===== config.mk =====
export PLATFORM = sky130hd
export DESIGN_NAME = uart_fifo_cmd_ctrl
export DESIGN_NICKNAME = d
export VERILOG_FILES = /design/src/rtl/uart_fifo_cmd_ctrl.sv
export SDC_FILE = /design/constraint.sdc
export NUM_CORES = 1
export LEC_CHECK = 0
export ABC_AREA = 1
export CAP_MARGIN = 20
export CORE_MARGIN = 3
export CORE_UTILIZATION = 51
export CTS_CLUSTER_DIAMETER = 150
export DETAILED_ROUTE_END_ITERATION = 8
export MAX_ROUTING_LAYER = met4
export PLACE_DENSITY_LB_ADDON = 0.08
export SLEW_MARGIN = 20
export SYNTH_ARGS = -nofsm -noshare
export SYNTH_HDL_FRONTEND = slang
export SYNTH_SLANG_ARGS = --single-unit

===== constraint.sdc =====
create_clock -name clk_in -period 2.9 [get_ports clk_in]
set_input_delay 0.29 -clock clk_in [delete_from_list [all_inputs] [get_ports clk_in]]
set_output_delay 0.29 -clock clk_in [all_outputs]
set_load 0.03 [all_outputs]

===== src/rtl/uart_fifo_cmd_ctrl.sv =====
// uart_fifo_cmd_ctrl: decodes single-byte UART commands into FIFO fill/drain bursts and status reports.
// Define UART_FIFO_CMD_CTRL_ACK_EN to send "!" after every write/read/count command completes.
module uart_fifo_cmd_ctrl #(
    parameter int DATA_BITS = 8,
    parameter int ADDR_BITS = 4,
    parameter int STEP      = 1
) (
    input  logic                 clk_in,
    input  logic                 n_rst,
    input  logic                 uart_rx_valid_in,
    input  logic [DATA_BITS-1:0] uart_rx_data_in,
    input  logic                 uart_tx_ready_in,
    input  logic                 fifo_empty_in,
    input  logic                 fifo_full_in,
    input  logic [ADDR_BITS:0]   fifo_count_in,
    input  logic [DATA_BITS-1:0] fifo_rd_data_in,
    output logic                 fifo_wr_en,
    output logic [DATA_BITS-1:0] fifo_wr_data_out,
    output logic                 fifo_rd_en,
    output logic                 uart_tx_en,
    output logic [DATA_BITS-1:0] uart_tx_data_out,
    output logic                 busy_out,
    output logic                 err_out
);
    localparam logic [DATA_BITS-1:0] CMD_FILL    = DATA_BITS'('h77);
    localparam logic [DATA_BITS-1:0] CMD_DRAIN   = DATA_BITS'('h72);
    localparam logic [DATA_BITS-1:0] CMD_WRITE_N = DATA_BITS'('h57);
    localparam logic [DATA_BITS-1:0] CMD_READ_N  = DATA_BITS'('h52);
    localparam logic [DATA_BITS-1:0] CMD_STATUS  = DATA_BITS'('h73);
    localparam logic [DATA_BITS-1:0] CMD_CLEAR   = DATA_BITS'('h63);

`ifdef UART_FIFO_CMD_CTRL_ACK_EN
    typedef enum logic [2:0] {IDLE, GET_COUNT, WRITE, READ, STATUS, ACK} state_t;
    localparam state_t DONE = ACK;
`else
    typedef enum logic [2:0] {IDLE, GET_COUNT, WRITE, READ, STATUS} state_t;
    localparam state_t DONE = IDLE;
`endif

    state_t               state_q, state_d;
    logic [DATA_BITS-1:0] wr_counter_q, wr_counter_d;
    logic [DATA_BITS-1:0] remaining_q, remaining_d;
    logic                 mode_q, mode_d;
    logic                 dir_q, dir_d;
    logic                 err;
    logic                 last;

    always_ff @(posedge clk_in or negedge n_rst) begin
        if (!n_rst) begin
            state_q      <= IDLE;
            wr_counter_q <= '0;
            remaining_q  <= '0;
            mode_q       <= 1'b0;
            dir_q        <= 1'b0;
        end else begin
            state_q      <= state_d;
            wr_counter_q <= wr_counter_d;
            remaining_q  <= remaining_d;
            mode_q       <= mode_d;
            dir_q        <= dir_d;
        end
    end

    // mode_q: 1 = count burst, 0 = run until FIFO full/empty; dir_q: 1 = write burst
    always_comb begin
        state_d          = state_q;
        wr_counter_d     = wr_counter_q;
        remaining_d      = remaining_q;
        mode_d           = mode_q;
        dir_d            = dir_q;
        fifo_wr_en       = 1'b0;
        fifo_rd_en       = 1'b0;
        uart_tx_en       = 1'b0;
        uart_tx_data_out = fifo_rd_data_in;
        err              = uart_rx_valid_in && state_q != IDLE && state_q != GET_COUNT;
        last             = mode_q && remaining_q == DATA_BITS'(1);
        case (state_q)
            IDLE: if (uart_rx_valid_in) begin
                if (uart_rx_data_in == CMD_FILL || uart_rx_data_in == CMD_DRAIN) begin
                    mode_d  = 1'b0;
                    state_d = (uart_rx_data_in == CMD_FILL) ? WRITE : READ;
                end else if (uart_rx_data_in == CMD_WRITE_N || uart_rx_data_in == CMD_READ_N) begin
                    dir_d   = uart_rx_data_in == CMD_WRITE_N;
                    state_d = GET_COUNT;
                end else if (uart_rx_data_in == CMD_STATUS) begin
                    state_d = STATUS;
                end else if (uart_rx_data_in == CMD_CLEAR) begin
                    wr_counter_d = '0;
                end else begin
                    err = 1'b1;
                end
            end
            GET_COUNT: if (uart_rx_valid_in) begin
                remaining_d = uart_rx_data_in;
                mode_d      = 1'b1;
                state_d     = (uart_rx_data_in == '0) ? DONE : (dir_q ? WRITE : READ);
            end
            WRITE: if (fifo_full_in) begin
                state_d = DONE;
                err     = err | mode_q;
            end else begin
                fifo_wr_en   = 1'b1;
                wr_counter_d = wr_counter_q + DATA_BITS'(STEP);
                remaining_d  = mode_q ? remaining_q - DATA_BITS'(1) : remaining_q;
                state_d      = last ? DONE : WRITE;
            end
            READ: if (fifo_empty_in) begin
                state_d = DONE;
                err     = err | (mode_q && remaining_q != '0);
            end else if (uart_tx_ready_in) begin
                fifo_rd_en  = 1'b1;
                uart_tx_en  = 1'b1;
                remaining_d = mode_q ? remaining_q - DATA_BITS'(1) : remaining_q;
                state_d     = last ? DONE : READ;
            end
            STATUS: if (uart_tx_ready_in) begin
                uart_tx_en       = 1'b1;
                uart_tx_data_out = DATA_BITS'(fifo_count_in);
                state_d          = IDLE;
            end
`ifdef UART_FIFO_CMD_CTRL_ACK_EN
            ACK: if (uart_tx_ready_in) begin
                uart_tx_en       = 1'b1;
                uart_tx_data_out = DATA_BITS'('h21);
                state_d          = IDLE;
            end
`endif
            default: state_d = IDLE;
        endcase
    end

    assign fifo_wr_data_out = wr_counter_q;
    assign busy_out         = state_q != IDLE;
    assign err_out          = n_rst & err;
endmodule


==> flow_metrics.env <==
export IMPL_grt_max_degree=22
export IMPL_cts_hold_buf=0
export IMPL_crit_path_max_fanout=9
export IMPL_powerDensity_mw_per_mm2=796
export IMPL_critPathLaunchType="flop"
export IMPL_skew_ns=0.00460
export IMPL_cp_cell_sequence="inv_1, nand3_1, nor2_2, inv_1, o21ai_0, clkdlybuf4s50_1"
export IMPL_r2r_cells=10
export IMPL_antenna_found_initial=0
export IMPL_nets=331
export IMPL_layout_min_cycle_time_ns=2.66
export IMPL_tightest_slew_ns=0.409
export IMPL_synth_ff_type="dfrtp_1"
export IMPL_postCtsSetupBuffers=0
export IMPL_synth_xor_area_frac=0.0108
export IMPL_hpwl_um=3240
export IMPL_p_int_w=0.000869
export IMPL_critPathMaxStageDelay_ns=0.69
export IMPL_leakagePower_nw=1.03
export IMPL_die_w_um=62.3
export IMPL_routed_wl_um=3980
export IMPL_power_frac_seq=0.326
export IMPL_ys_seq_area_frac=0.325
export IMPL_stdcell_area_mm2=0.00215
export IMPL_core_area_mm2=0.00288
export IMPL_overflow=0
export IMPL_synth_async_sr_flop_share=1.00
export IMPL_ant_nets=0
export IMPL_cts_buffers=3
export IMPL_io_buffers=47
export IMPL_path_class="reg2out"
export IMPL_end_kind="output pin"
export IMPL_power_frac_comb=0.588
export IMPL_wl_per_cell_um=11.7
export IMPL_switching_share=0.492
export IMPL_area_growth_syn_to_layout_pct=32.9
export IMPL_grt_pass1_vias=1560
export IMPL_drtPass1Iterations=4
export IMPL_netlist_instances=250
export IMPL_gp_congestion=0.841
export IMPL_ir_worst_vdd_v=0.000376
export IMPL_clock_path_buffers=2
export IMPL_vias=1701
export IMPL_holdCritPathClass="in2async"
export IMPL_power_share_clock=0.085
export IMPL_cts_sinks=21
export IMPL_tns_ns=0
export IMPL_drt_initial_drc_count=83
export IMPL_num_io_pins=48
export IMPL_syn_area_mm2=0.00162
export IMPL_initial_utilization=0.562
export IMPL_synth_edff_count=0
export IMPL_dieArea_mm2=0.00388
export IMPL_via_per_inst=4.99
export IMPL_synth_top_family_by_area="simple AND/OR/NAND/NOR gates"
export IMPL_drc=0
export IMPL_synth_cell_types=29
export IMPL_fillers=239
export IMPL_cts_tree="done"
export IMPL_status="finished, final reports clean"
export IMPL_grtUsageTotal=0.215
export IMPL_num_rows=19
export IMPL_htreeDepth=1
export IMPL_synthMuxAreaShare=0
export IMPL_yosys_area_share_simple=0.407
export IMPL_syn_num_nets=281
export IMPL_max_cap_viol_count=0
export IMPL_ys_seq_elements=21
export IMPL_slew_viol_final=0
export IMPL_cp_data_arrival_time_ns=2.37
export IMPL_ctsRootBufferMaster="clkbuf_4"
export IMPL_die_h_um=62.3
export IMPL_syn_avg_cell_area_um2=6.47
export IMPL_whs_ns=0.398
export IMPL_layout_drive_gt1_share=0.0702
export IMPL_maxSlewHeadroom=0.725
export IMPL_max_freq_ghz=0.376
export IMPL_rsz0062_at_grt="false"
export IMPL_place_area_mm2=0.00212
export IMPL_yosysWarnings=0
export IMPL_post_route_period_util=0.917
export IMPL_grt_pass1_wl_um=6740
export IMPL_crit_top_cell="inv_1"
export IMPL_synthAdderAreaFrac=0.0310
export IMPL_critical_path_required_ns=2.61
export IMPL_switchingPower_w=0.000841
export IMPL_antenna_cells=0
export IMPL_clk_latency_ns=0.31
export IMPL_synth_compound_area_share=0.133
export IMPL_finalHoldViolCount=0
export IMPL_slowest_stage="clkdlybuf4s50_1"
export IMPL_setup_violations=0
export IMPL_clkSlewWorstSetupHoldPaths_ns=0.12
export IMPL_ctsResizeCount=0
per-layer routing:
metal / GRT usage / up-vias / share of wire
met1: 0.255 / 743 / 0.46
met2: 0.375 / 45 / 0.48
met3: 0.0541 / 2 / 0.055
li1: - / 911 / -
met5: - / - / 0
met4: 0.0386 / 0 / 0.0025
cell usage in the layout (no fill, tap or decap):
master / count
nand2_1: 80
o22ai_1: 2
o21ai_2: 1
a31o_2: 1
a21oi_2: 1
clkbuf_4: 3
clkinv_2: 1
or2_2: 3
inv_2: 3
nor3_1: 4
inv_1: 30
o21ai_0: 10
a21oi_1: 7
nor2_4: 2
nand2_2: 3
clkdlybuf4s50_1: 47
xor2_1: 2
o21ai_1: 11
and3_1: 1
nand3_1: 17
nor2_2: 1
a31oi_1: 2
nor2_1: 27
ha_1: 4
nand2_4: 1
buf_4: 1
o211ai_1: 2
nand3b_1: 4
nand4_1: 6
dfrtp_1: 21
o221ai_1: 1
Yosys cell counts (4+ instances only):
cell type	number	area (µm²)
nand3_1	17	85.1
inv_1	30	113
nand3b_1	4	30.0
nor2_1	27	101
dfrtp_1	21	526
o21ai_0	10	50.1
ha_1	4	50.1
nor3_1	4	20.0
nand4_1	6	37.5
o21ai_1	11	55.1
a21oi_1	7	35.0
nand2_1	80	300
final timing paths:
kind	startpoint	end	slack [ns]
worst max-delay path	state_q[0]	uart_tx_en	0.24
worst min-delay path	n_rst	remaining_q[6]	0.40
worst max register to register	state_q[2]	remaining_q[3]	1.14
worst min register to register	remaining_q[7]	remaining_q[7]	0.50
max in group asynchronous	n_rst	fifo_wr_data_out[0]	2.28
min in group clk_in	remaining_q[7]	remaining_q[7]	0.50
flip-flops by register name (all words and copies together) (netlist names):
register,count
remaining_q,8
dir_q,1
fifo_wr_data_out,8
state_q,3
mode_q,1
power groups by stage:
stage | sequential (W) | clock [W] | combinational, W
final | 0.000558 | 0.000146 | 0.00101
after CTS | 0.000558 | 0.000148 | 0.00101
after detailed placement | 0.000564 | 0 | 0.00101
after global placement | 0.000558 | 0 | 0.000989
after floorplan | 0.000640 | 0 | 0.000579
after global routing | 0.000583 | 0.000168 | 0.00111
cell type report:
| cell class | instances | area, µm² | share of cell area |
|---|---|---|---|
| Multi-Input combinational cell | 193 | 941 | 0.438 |
| Sequential cell | 21 | 526 | 0.245 |
| Timing Repair Buffer | 48 | 478 | 0.222 |
| Inverter | 33 | 124 | 0.0577 |
| Tap cell | 42 | 52.6 | 0.0245 |
| Clock buffer | 3 | 22.5 | 0.0105 |
| Clock inverter | 1 | 5.00 | 0.00233 |
metrics by stage:
| step | power (W) | utilization | cells | setup slack [ns] |
|---|---|---|---|---|
| after floorplan | 0.00122 | - | 250 | 1.11 |
| after global placement | 0.00155 | 0.737 | 337 | 0.438 |
| after detailed placement | 0.00157 | 0.737 | 337 | 0.433 |
| after CTS | 0.00172 | 0.747 | 341 | 0.228 |
| after global routing | 0.00186 | 0.747 | 341 | 0.0934 |
| final | 0.00171 | 0.747 | 341 | 0.241 |
cell families after synthesis:
group / after synthesis
simple gates: 149
compound gates: 38
buf+inv: 36
flops: 21
fa+ha+maj: 4
xor+xnor: 2
critical path: cells and delay by family, from the launching register on:
kind	cells	cell delay [ns]
buffers and inverters	3	1.01
flip-flops	1	0.48
AND/OR/NAND/NOR	2	0.46
AO/OA/AOI/OAI	1	0.11
No activity file was read; power rests on OpenSTA's default activity.
